## src/rtl/pipe_ctrl_if.sv

```systemverilog
// Hazard inputs and hold/flush/redirect outputs of the pipeline controller.
// PIPE_CTRL_PERF_EN adds the stall/flush performance counter signals.
interface pipe_ctrl_if #(
  parameter int unsigned XLEN  = 32,
  parameter int unsigned CNT_W = 32
);
  logic            jump_en_i;
  logic [XLEN-1:0] jump_addr_i;
  logic            load_use_i;
  logic            ex_busy_i;
  logic            ex_done_i;
  logic            hold_pc_o;
  logic            hold_if_id_o;
  logic            hold_id_ex_o;
  logic            flush_if_id_o;
  logic            flush_id_ex_o;
  logic            jump_en_o;
  logic [XLEN-1:0] jump_addr_o;
  logic            timeout_o;
`ifdef PIPE_CTRL_PERF_EN
  logic [CNT_W-1:0] stall_cnt_o;
  logic [CNT_W-1:0] flush_cnt_o;
`else
  logic [CNT_W-1:0] unused_perf;
  assign unused_perf = '0;
`endif

  // master: the controller; slave: the pipeline that obeys it
  modport master (
    input  jump_en_i, jump_addr_i, load_use_i, ex_busy_i, ex_done_i,
    output hold_pc_o, hold_if_id_o, hold_id_ex_o, flush_if_id_o, flush_id_ex_o,
    output jump_en_o, jump_addr_o, timeout_o
`ifdef PIPE_CTRL_PERF_EN
    , output stall_cnt_o, flush_cnt_o
`endif
  );

  modport slave (
    output jump_en_i, jump_addr_i, load_use_i, ex_busy_i, ex_done_i,
    input  hold_pc_o, hold_if_id_o, hold_id_ex_o, flush_if_id_o, flush_id_ex_o,
    input  jump_en_o, jump_addr_o, timeout_o
`ifdef PIPE_CTRL_PERF_EN
    , input stall_cnt_o, flush_cnt_o
`endif
  );
endinterface

```

## src/rtl/pipe_ctrl.sv

```systemverilog
// Pipeline hazard controller: jump flush/redirect, load-use bubble, multi-cycle freeze
// with watchdog. Optional perf counters enabled by PIPE_CTRL_PERF_EN.
module pipe_ctrl #(
  parameter int unsigned XLEN     = 32,
  parameter int unsigned BUSY_MAX = 64,
  parameter int unsigned CNT_W    = 32
) (
  input logic         clk,
  input logic         rst,
  pipe_ctrl_if.master bus
);
  localparam int unsigned BcW = $clog2(BUSY_MAX + 1);

  typedef enum logic [0:0] {StRun, StBusy} state_e;

  state_e          state_q, state_d;
  logic [BcW-1:0]  busy_cnt_q, busy_cnt_d;
  logic            timeout_q, timeout_d;

  logic            hold_pc, hold_if_id, hold_id_ex;
  logic            flush_if_id, flush_id_ex;
  logic            jump_en;
  logic [XLEN-1:0] jump_addr;

  always_ff @(posedge clk) begin
    if (rst) begin
      state_q    <= StRun;
      busy_cnt_q <= '0;
      timeout_q  <= 1'b0;
    end else begin
      state_q    <= state_d;
      busy_cnt_q <= busy_cnt_d;
      timeout_q  <= timeout_d;
    end
  end

  always_comb begin
    state_d     = state_q;
    busy_cnt_d  = busy_cnt_q;
    timeout_d   = timeout_q;
    hold_pc     = 1'b0;
    hold_if_id  = 1'b0;
    hold_id_ex  = 1'b0;
    flush_if_id = 1'b0;
    flush_id_ex = 1'b0;
    jump_en     = 1'b0;
    jump_addr   = '0;
    if (!rst) begin
      unique case (state_q)
        StRun: begin
          if (bus.jump_en_i) begin
            // younger instructions die, so a jump overrides any stall request
            jump_en     = 1'b1;
            jump_addr   = bus.jump_addr_i;
            flush_if_id = 1'b1;
            flush_id_ex = 1'b1;
          end else if (bus.ex_busy_i) begin
            if (!bus.ex_done_i) begin
              hold_pc    = 1'b1;
              hold_if_id = 1'b1;
              hold_id_ex = 1'b1;
              busy_cnt_d = BcW'(1);
              state_d    = StBusy;
            end
          end else if (bus.load_use_i) begin
            hold_pc     = 1'b1;
            hold_if_id  = 1'b1;
            flush_id_ex = 1'b1;
          end
        end
        StBusy: begin
          if (bus.ex_done_i) begin
            busy_cnt_d = '0;
            state_d    = StRun;
          end else if (busy_cnt_q == BcW'(BUSY_MAX)) begin
            // watchdog: abandon the stuck op and bubble id_ex
            timeout_d   = 1'b1;
            flush_id_ex = 1'b1;
            busy_cnt_d  = '0;
            state_d     = StRun;
          end else begin
            hold_pc    = 1'b1;
            hold_if_id = 1'b1;
            hold_id_ex = 1'b1;
            busy_cnt_d = busy_cnt_q + BcW'(1);
          end
        end
        default: state_d = StRun;
      endcase
    end
  end

  assign bus.hold_pc_o     = hold_pc;
  assign bus.hold_if_id_o  = hold_if_id;
  assign bus.hold_id_ex_o  = hold_id_ex;
  assign bus.flush_if_id_o = flush_if_id;
  assign bus.flush_id_ex_o = flush_id_ex;
  assign bus.jump_en_o     = jump_en;
  assign bus.jump_addr_o   = jump_addr;
  assign bus.timeout_o     = timeout_q;

`ifdef PIPE_CTRL_PERF_EN
  logic [CNT_W-1:0] stall_cnt_q, flush_cnt_q;

  always_ff @(posedge clk) begin
    if (rst) begin
      stall_cnt_q <= '0;
      flush_cnt_q <= '0;
    end else begin
      if (hold_pc)     stall_cnt_q <= stall_cnt_q + CNT_W'(1);
      if (flush_id_ex) flush_cnt_q <= flush_cnt_q + CNT_W'(1);
    end
  end

  assign bus.stall_cnt_o = stall_cnt_q;
  assign bus.flush_cnt_o = flush_cnt_q;
`else
  logic [CNT_W-1:0] unused_cnt_w;
  assign unused_cnt_w = '0;
`endif
endmodule
```

## src/flat_wrapper.sv

```systemverilog
// flat-port wrapper written by rule: the top's interface ports become plain ports
module pipe_ctrl_flat 
#(
  parameter int unsigned XLEN     = 32,
  parameter int unsigned BUSY_MAX = 64,
  parameter int unsigned CNT_W    = 32
)
  (clk, rst, bus_jump_en_i, bus_jump_addr_i, bus_load_use_i, bus_ex_busy_i, bus_ex_done_i, bus_hold_pc_o, bus_hold_if_id_o, bus_hold_id_ex_o, bus_flush_if_id_o, bus_flush_id_ex_o, bus_jump_en_o, bus_jump_addr_o, bus_timeout_o);
  pipe_ctrl_if #(.XLEN(XLEN), .CNT_W(CNT_W)) bus_i ();
  input logic clk;
  input logic rst;
  input wire logic [$bits(bus_i.jump_en_i)-1:0] bus_jump_en_i;
  input wire logic [$bits(bus_i.jump_addr_i)-1:0] bus_jump_addr_i;
  input wire logic [$bits(bus_i.load_use_i)-1:0] bus_load_use_i;
  input wire logic [$bits(bus_i.ex_busy_i)-1:0] bus_ex_busy_i;
  input wire logic [$bits(bus_i.ex_done_i)-1:0] bus_ex_done_i;
  output wire logic [$bits(bus_i.hold_pc_o)-1:0] bus_hold_pc_o;
  output wire logic [$bits(bus_i.hold_if_id_o)-1:0] bus_hold_if_id_o;
  output wire logic [$bits(bus_i.hold_id_ex_o)-1:0] bus_hold_id_ex_o;
  output wire logic [$bits(bus_i.flush_if_id_o)-1:0] bus_flush_if_id_o;
  output wire logic [$bits(bus_i.flush_id_ex_o)-1:0] bus_flush_id_ex_o;
  output wire logic [$bits(bus_i.jump_en_o)-1:0] bus_jump_en_o;
  output wire logic [$bits(bus_i.jump_addr_o)-1:0] bus_jump_addr_o;
  output wire logic [$bits(bus_i.timeout_o)-1:0] bus_timeout_o;
  assign bus_i.jump_en_i = bus_jump_en_i;
  assign bus_i.jump_addr_i = bus_jump_addr_i;
  assign bus_i.load_use_i = bus_load_use_i;
  assign bus_i.ex_busy_i = bus_ex_busy_i;
  assign bus_i.ex_done_i = bus_ex_done_i;
  assign bus_hold_pc_o = bus_i.hold_pc_o;
  assign bus_hold_if_id_o = bus_i.hold_if_id_o;
  assign bus_hold_id_ex_o = bus_i.hold_id_ex_o;
  assign bus_flush_if_id_o = bus_i.flush_if_id_o;
  assign bus_flush_id_ex_o = bus_i.flush_id_ex_o;
  assign bus_jump_en_o = bus_i.jump_en_o;
  assign bus_jump_addr_o = bus_i.jump_addr_o;
  assign bus_timeout_o = bus_i.timeout_o;
  pipe_ctrl #(.XLEN(XLEN), .BUSY_MAX(BUSY_MAX), .CNT_W(CNT_W)) u_core (.clk(clk), .rst(rst), .bus(bus_i));
endmodule
```

## config.mk

```make
export PLATFORM = sky130hd
export DESIGN_NAME = pipe_ctrl_flat
export DESIGN_NICKNAME = d
export VERILOG_FILES = /design/src/rtl/pipe_ctrl_if.sv /design/src/rtl/pipe_ctrl.sv /design/src/flat_wrapper.sv
export SDC_FILE = /design/constraint.sdc
export NUM_CORES = 1
export LEC_CHECK = 0
export CELL_PAD_IN_SITES_DETAIL_PLACEMENT = 1
export CELL_PAD_IN_SITES_GLOBAL_PLACEMENT = 2
export CORE_MARGIN = 8
export CORE_UTILIZATION = 14
export DETAILED_ROUTE_END_ITERATION = 10
export HOLD_SLACK_MARGIN = 0.12
export PLACE_DENSITY = 0.92
export SETUP_SLACK_MARGIN = 0.3
export SLEW_MARGIN = 20
export SYNTH_ARGS = -nofsm -noshare
export SYNTH_HDL_FRONTEND = slang
export SYNTH_SLANG_ARGS = --single-unit
```

## constraint.sdc

```tcl
create_clock -name clk -period 2 [get_ports clk]
set_clock_uncertainty 0.15 [all_clocks]
set_input_delay 0.4 -clock clk [delete_from_list [all_inputs] [get_ports clk]]
set_output_delay 0.4 -clock clk [all_outputs]
set_load 0.005 [all_outputs]
```

==> metrics, run 1 <==
run status=finished with violations; failing checks=negative setup slack; number of ports placed on the die boundary=77; count of warnings emitted by yosys=0; instance area after placement=0.00177 mm2; most frequent standard cell in the layout excluding fill and tap cells=sky130_fd_sc_hd__buf_6; die extent in y=91.2 um; number of synthesized flops with an enable pin=0; detailed-routing iteration count for the pre-antenna-repair pass=4; # H-tree levels=1; HPWL reported at the end of detailed placement=3.38 mm; worst-margin pin slew=0.322 ns; clock tree from TritonCTS=yes; overall fraction of global-route tracks in use=0.111; cell at the root of the clock tree=sky130_fd_sc_hd__clkbuf_8; number of endpoints with negative hold slack in the final report=0; dominant synthesized flop cell=sky130_fd_sc_hd__dfxtp_1; type of element capturing the critical path=primary output; site row count=27; number of CTS-inserted buffers=3; drt first-iter violations=32; mean routed wirelength per cell=18.1 um; slack of the worst reg-to-reg path=-0.07 ns; Area growth, synth to finish=184%; Initial Util=0.145; pwr dens=332 mW/mm2; Layout Cells excl Fill=294; reported max-cap violation count=0; pre-CTS setup slack=-0.578 ns; CTS Hold Bufs=0; placeable core region=0.00547 mm2; share of synthesized area occupied by flip-flops and latches=0.227; Die X-Extent=91.2 um; total instance count after detailed placement=266; type of origin of the critical path=flop; final slew viol count=0; worst path arrival time=1.72 ns; Peak VDD IR=0.263 mV; total vias in the final route=1223; total area of multi-input combinational cells=693 um2; number of synthesized register bits=9; number of different library cells in the post-synthesis netlist=35; final-layout fill cell count=633; # diodes=0; drt total wl=5.31 mm; fin nets=263; area of the die=0.00832 mm2; clock latency reported for the late side of the worst-skew pair=0.23 ns; antenna violations before repair=0; CP Max Fanout=3; top library cells by usage in the layout, fill and taps aside=53 x sky130_fd_sc_hd__buf_6, 35 x sky130_fd_sc_hd__clkdlybuf4s50_1, 29 x sky130_fd_sc_hd__and2_4, 23 x sky130_fd_sc_hd__buf_4, 8 x sky130_fd_sc_hd__buf_2; clk sink count=9; residual overflow from global routing=0; post-route antenna net violation count=0; vias in the first global route=1336; ys async rst share=0; FF/Latch Area=189 um2; DRC violations left=0; Mapped Nets=142; minimum period implied by the final worst setup slack=2.27 ns; Post-Synthesis Cell Area=792 um2; Hold/Removal Path Class=reg -> reg; via/cell ratio=4.16; Setup Crit Path Kind=reg -> out; final core utilization=0.412; maximum number of pins on one net before global-route repair=14; number of setup violations in the final report=13; Static Leak=1.02 nW; setup slack of the critical path after layout=-0.270 ns; unrepaired setup endpoints after global routing=true; average cell area after synthesis=7.76 um2; data required time at the worst endpoint=1.45 ns; IO Port Bufs=76; share of final-layout standard cells stronger than drive strength 1=0.658; number of instances in the synthesized netlist=102; max_slew headroom=0.782; final standard cell area without fillers=0.00225 mm2; last weighted congestion value of the routability-driven placer=0.756; period utilization=1.13; maximum buffer depth of the clock tree=2; wire length of the first global-routing pass=7.40 mm; clock transition time at the flip-flop clock pins of the worst setup and hold paths=0.05 ns; Fmax achieved=441 MHz
## path summary, 6_finish.rpt
path                             start                    to  cells past startpoint
hold / removal    u_core.bus.timeout_o  u_core.bus.timeout_o                      2
setup reg to reg  u_core.busy_cnt_q[5]  u_core.busy_cnt_q[2]                      7
hold reg to reg   u_core.bus.timeout_o  u_core.bus.timeout_o                      2
setup / recovery  u_core.busy_cnt_q[5]         bus_hold_pc_o                      5
## synthesized netlist by cell type (2+ instances only)
library cell	count	area, um2
sky130_fd_sc_hd__nor2_1	5	18.8
sky130_fd_sc_hd__or3_1	2	12.5
sky130_fd_sc_hd__nand2_1	2	7.51
sky130_fd_sc_hd__clkbuf_1	3	11.3
sky130_fd_sc_hd__dfxtp_1	9	180
sky130_fd_sc_hd__nor3_1	2	10.0
sky130_fd_sc_hd__nor4_1	2	12.5
sky130_fd_sc_hd__o21ai_0	3	15.0
sky130_fd_sc_hd__inv_1	4	15.0
sky130_fd_sc_hd__and2b_2	2	17.5
sky130_fd_sc_hd__or2b_2	2	17.5
sky130_fd_sc_hd__buf_4	2	15.0
sky130_fd_sc_hd__ha_1	2	25.0
sky130_fd_sc_hd__a21oi_1	6	30.0
sky130_fd_sc_hd__and2_1	32	200
sky130_fd_sc_hd__or4b_2	2	20.0
sky130_fd_sc_hd__nand3_1	4	20.0
## final cells by class
| type | count | area share |
|---|---|---|
| Clock buffer | 4 | 0.0200 |
| Timing Repair Buffer | 123 | 0.542 |
| Inverter | 4 | 0.00667 |
| Multi-Input combinational cell | 82 | 0.308 |
| Sequential cell | 9 | 0.0839 |
| Tap cell | 72 | 0.0400 |
## flip-flops by register name, summed over array words and instances (netlist names)
name                  flops
u_core.state_q            1
u_core.bus.timeout_o      1
u_core.busy_cnt_q         7
## critical path, cell delays in order, from the launching register on
cell                      delay, ns
sky130_fd_sc_hd__dfxtp_2       0.32
sky130_fd_sc_hd__or4_4         0.58
sky130_fd_sc_hd__buf_6         0.15
sky130_fd_sc_hd__o21ai_4       0.17
sky130_fd_sc_hd__a21oi_2       0.11
sky130_fd_sc_hd__buf_2         0.16
## kinds of logic after synthesis
family	after synthesis	synth area share
adder cells (fa/ha/maj)	2	0.0316
flip-flops	9	0.227
buffers and inverters	11	0.0837
AND/OR/NAND/NOR	62	0.493
AO/OA/AOI/OAI	18	0.164
## per-stage QoR
step | total power [mW] | TNS (ns) | hold WS (ns)
CTS | 0.703 | -0.899 | 0.354
floorplan | 0.256 | 0 | 0.310
global route | 0.784 | -2.99 | 0.369
detailed placement | 0.428 | -19.99 | 0.325
global placement | 0.424 | -18.57 | 0.311
finish | 0.747 | -1.26 | 0.344
## metal layers
layer / routed length [um] / GRT usage / up-vias
met5: 0 / 0 / -
met4: 77 / 0.0218 / 0
met3: 156 / 0.0255 / 6
met2: 3070 / 0.222 / 31
met1: 2000 / 0.111 / 595
li1: - / - / 591
## power by group
group / internal, mW / switching (mW)
Clock: 0.139 / 0.0749
Combinational: 0.232 / 0.116
Sequential: 0.183 / 0.00266
Total: 0.554 / 0.193
## what timing repair did
item | in CTS | in global routing
gates resized for setup | 235 | 34
endpoints found under the setup margin | 44 | 42
pin swaps | 31 | 19
cloned | 4 | 0
buffers inserted | 16 | 4
No activity file was read; power rests on OpenSTA's default activity.
==> inputs of run 2 (changes only) <==
--- a/config.mk
+++ b/config.mk
@@ -12,7 +12,7 @@
 export DETAILED_ROUTE_END_ITERATION = 10
 export HOLD_SLACK_MARGIN = 0.12
 export PLACE_DENSITY = 0.92
-export SETUP_SLACK_MARGIN = 0.3
+export SETUP_SLACK_MARGIN = 0.02
 export SLEW_MARGIN = 20
 export SYNTH_ARGS = -nofsm -noshare
 export SYNTH_HDL_FRONTEND = slang
==> run 2 against run 1 <==
  * The flow still finishes with violations (negative setup slack)
  * Register-to-register slack improved by 0.13 ns
  * Critical path depth unchanged
  * Setup slack better by 0.073 ns
  * Cell area shrank 19%
  * Global-route usage down 1.1 points
  * Utilization decreased by 7.8 points
  * Clock power up 5%
  * Non-clock buffer count is 19 lower
  * First-iteration DRC count decreased by 66%
  * Wire length down 23%
  * Count of clock-buffer cells in the layout did not move
  * Critical path type unchanged
  * Largest power group unchanged
==> metrics, run 2 (synthesized netlist as in run 1, its figures left out) <==
overall fraction of global-route tracks in use=0.0992; final slew viol count=0; antenna violations before repair=0; unrepaired setup endpoints after global routing=true; sequence of cells on the critical path=or4_4 > buf_6 > o21ai_4 > a21oi_2 > buf_2; post-route antenna net violation count=0; final core utilization=0.334; mean routed wirelength per cell=14.9 um; detailed-routing iteration count for the pre-antenna-repair pass=2; Int Power=0.478 mW; fin nets=244; Fmax achieved=455 MHz; period utilization=1.10; number of ports placed on the die boundary=77; type of element capturing the critical path=primary output; clock tree from TritonCTS=yes; Peak VDD IR=0.298 mV; total area of multi-input combinational cells=622 um2; cell at the root of the clock tree=sky130_fd_sc_hd__clkbuf_8; total vias in the final route=1107; worst path arrival time=1.65 ns; largest reg by FF count=u_core.busy_cnt_q; share of final-layout standard cells stronger than drive strength 1=0.488; failing checks=negative setup slack; clk sink count=9; # diodes=0; CP Max Fanout=3; worst-margin pin slew=0.252 ns; maximum buffer depth of the clock tree=2; setup slack of the critical path after layout=-0.197 ns; pwr dens=356 mW/mm2; site row count=27; top cell family by delay on the critical path=simple AND/OR/NAND/NOR gates; number of setup violations in the final report=4; net switching power of the design=0.171 mW; clock transition time at the flip-flop clock pins of the worst setup and hold paths=0.05 ns; minimum period implied by the final worst setup slack=2.20 ns; Setup Crit Path Kind=reg -> out; Comb power frac=0.370; die extent in y=91.2 um; DRC violations left=0; number of endpoints with negative hold slack in the final report=0; last weighted congestion value of the routability-driven placer=0.742; HPWL reported at the end of detailed placement=3.20 mm; # H-tree levels=1; number of CTS-inserted buffers=3; residual overflow from global routing=0; fraction of power consumed by sequential logic=0.285; wire length of the first global-routing pass=6.64 mm; Area growth, synth to finish=130%; drt total wl=4.09 mm; Die X-Extent=91.2 um; worst hold margin=0.330 ns; cell at the slowest stage of the critical path=sky130_fd_sc_hd__or4_4; Initial Util=0.145; FF/Latch Area=188 um2; clock latency reported for the late side of the worst-skew pair=0.24 ns; slack of the worst reg-to-reg path=0.06 ns; placeable core region=0.00547 mm2; Net Sw Frac=0.264; Static Leak=0.848 nW; number of flip-flops in the largest register=7; vias in the first global route=1275; via/cell ratio=4.03; type of origin of the critical path=flop; Hold/Removal Path Class=reg -> reg; reported max-cap violation count=0; overall power after layout=0.649 mW; drt first-iter violations=11; Worst Path Buf+Inv=2; area of the die=0.00832 mm2; clock group share of total power=0.345; top library cells by usage in the layout, fill and taps aside=35 x sky130_fd_sc_hd__clkdlybuf4s50_1, 32 x sky130_fd_sc_hd__buf_2, 28 x sky130_fd_sc_hd__and2_1, 20 x sky130_fd_sc_hd__buf_4, 8 x sky130_fd_sc_hd__buf_6; most frequent standard cell in the layout excluding fill and tap cells=sky130_fd_sc_hd__clkdlybuf4s50_1; data required time at the worst endpoint=1.45 ns; Max stage delay on crit path=0.58 ns; max_slew headroom=0.830; run status=finished with violations; maximum number of pins on one net before global-route repair=14; pre-CTS setup slack=-0.567 ns; IO Port Bufs=76; final-layout fill cell count=669
[run 2: cell count changes in the layout (fill, tap and decap cells not counted), sizes merged]
| cell | before | now |
|---|---|---|
| buf | 86 | 63 |
| dlygate4sd2 | 1 | 3 |
| clkbuf | 4 | 6 |
[run 2: worst paths after layout]
path / start / end / cells past startpoint
hold / removal: u_core.bus.timeout_o / u_core.bus.timeout_o / 2
hold reg to reg: u_core.bus.timeout_o / u_core.bus.timeout_o / 2
setup reg to reg: u_core.busy_cnt_q[2] / u_core.busy_cnt_q[2] / 6
setup / recovery: u_core.busy_cnt_q[2] / bus_hold_pc_o / 5
[run 2: stage by stage]
stage               setup TNS, ns  cell area [um2]  cells
floorplan                       0              792    102
global placement           -20.03             1780    266
detailed placement         -20.65             1780    266
CTS                        -0.804             1890    279
global route               -0.995             1830    275
finish                     -0.714             1830    275
[run 2: routing by layer]
| layer | GRT usage | wire, um | share of wire |
|---|---|---|---|
| met1 | 0.110 | 1710 | 0.42 |
| met2 | 0.179 | 2080 | 0.51 |
| met4 | 0.0341 | 70 | 0.017 |
| met3 | 0.0255 | 227 | 0.056 |
| met5 | 0 | 0 | 0 |
[run 2: power groups by stage]
stage	Combinational [mW]	Sequential (mW)	Clock [mW]
6_report	0.240	0.185	0.224
5_1_grt	0.264	0.185	0.246
4_1_cts	0.260	0.186	0.226
3_5_place_dp	0.239	0.188	0
3_3_place_gp	0.235	0.188	0
2_1_floorplan	0.0657	0.188	0
[run 2: layout make-up]
cell class	count	area share
repair buffers	104	0.474
multi-input cells	82	0.341
flip-flops and latches	9	0.103
well taps	72	0.0493
clock buffers	4	0.0247
inverters	4	0.00822
[run 2: timing repair]
item | 4_1_cts | 5_1_grt
resized for setup | 168 | 18
hold buffers | 0 | 0
pin swaps | 8 | 9
cloned | 3 | 0
buffers inserted | 6 | 1
endpoints found under the setup margin | 39 | 36
[run 2: worst reg2reg max path: stages (launching register included)]
cell	delay, ns
sky130_fd_sc_hd__dfxtp_2	0.32
sky130_fd_sc_hd__or4_4	0.58
sky130_fd_sc_hd__buf_6	0.15
sky130_fd_sc_hd__o21ai_4	0.14
sky130_fd_sc_hd__buf_6	0.13
sky130_fd_sc_hd__nor4_1	0.05
sky130_fd_sc_hd__a311o_1	0.28
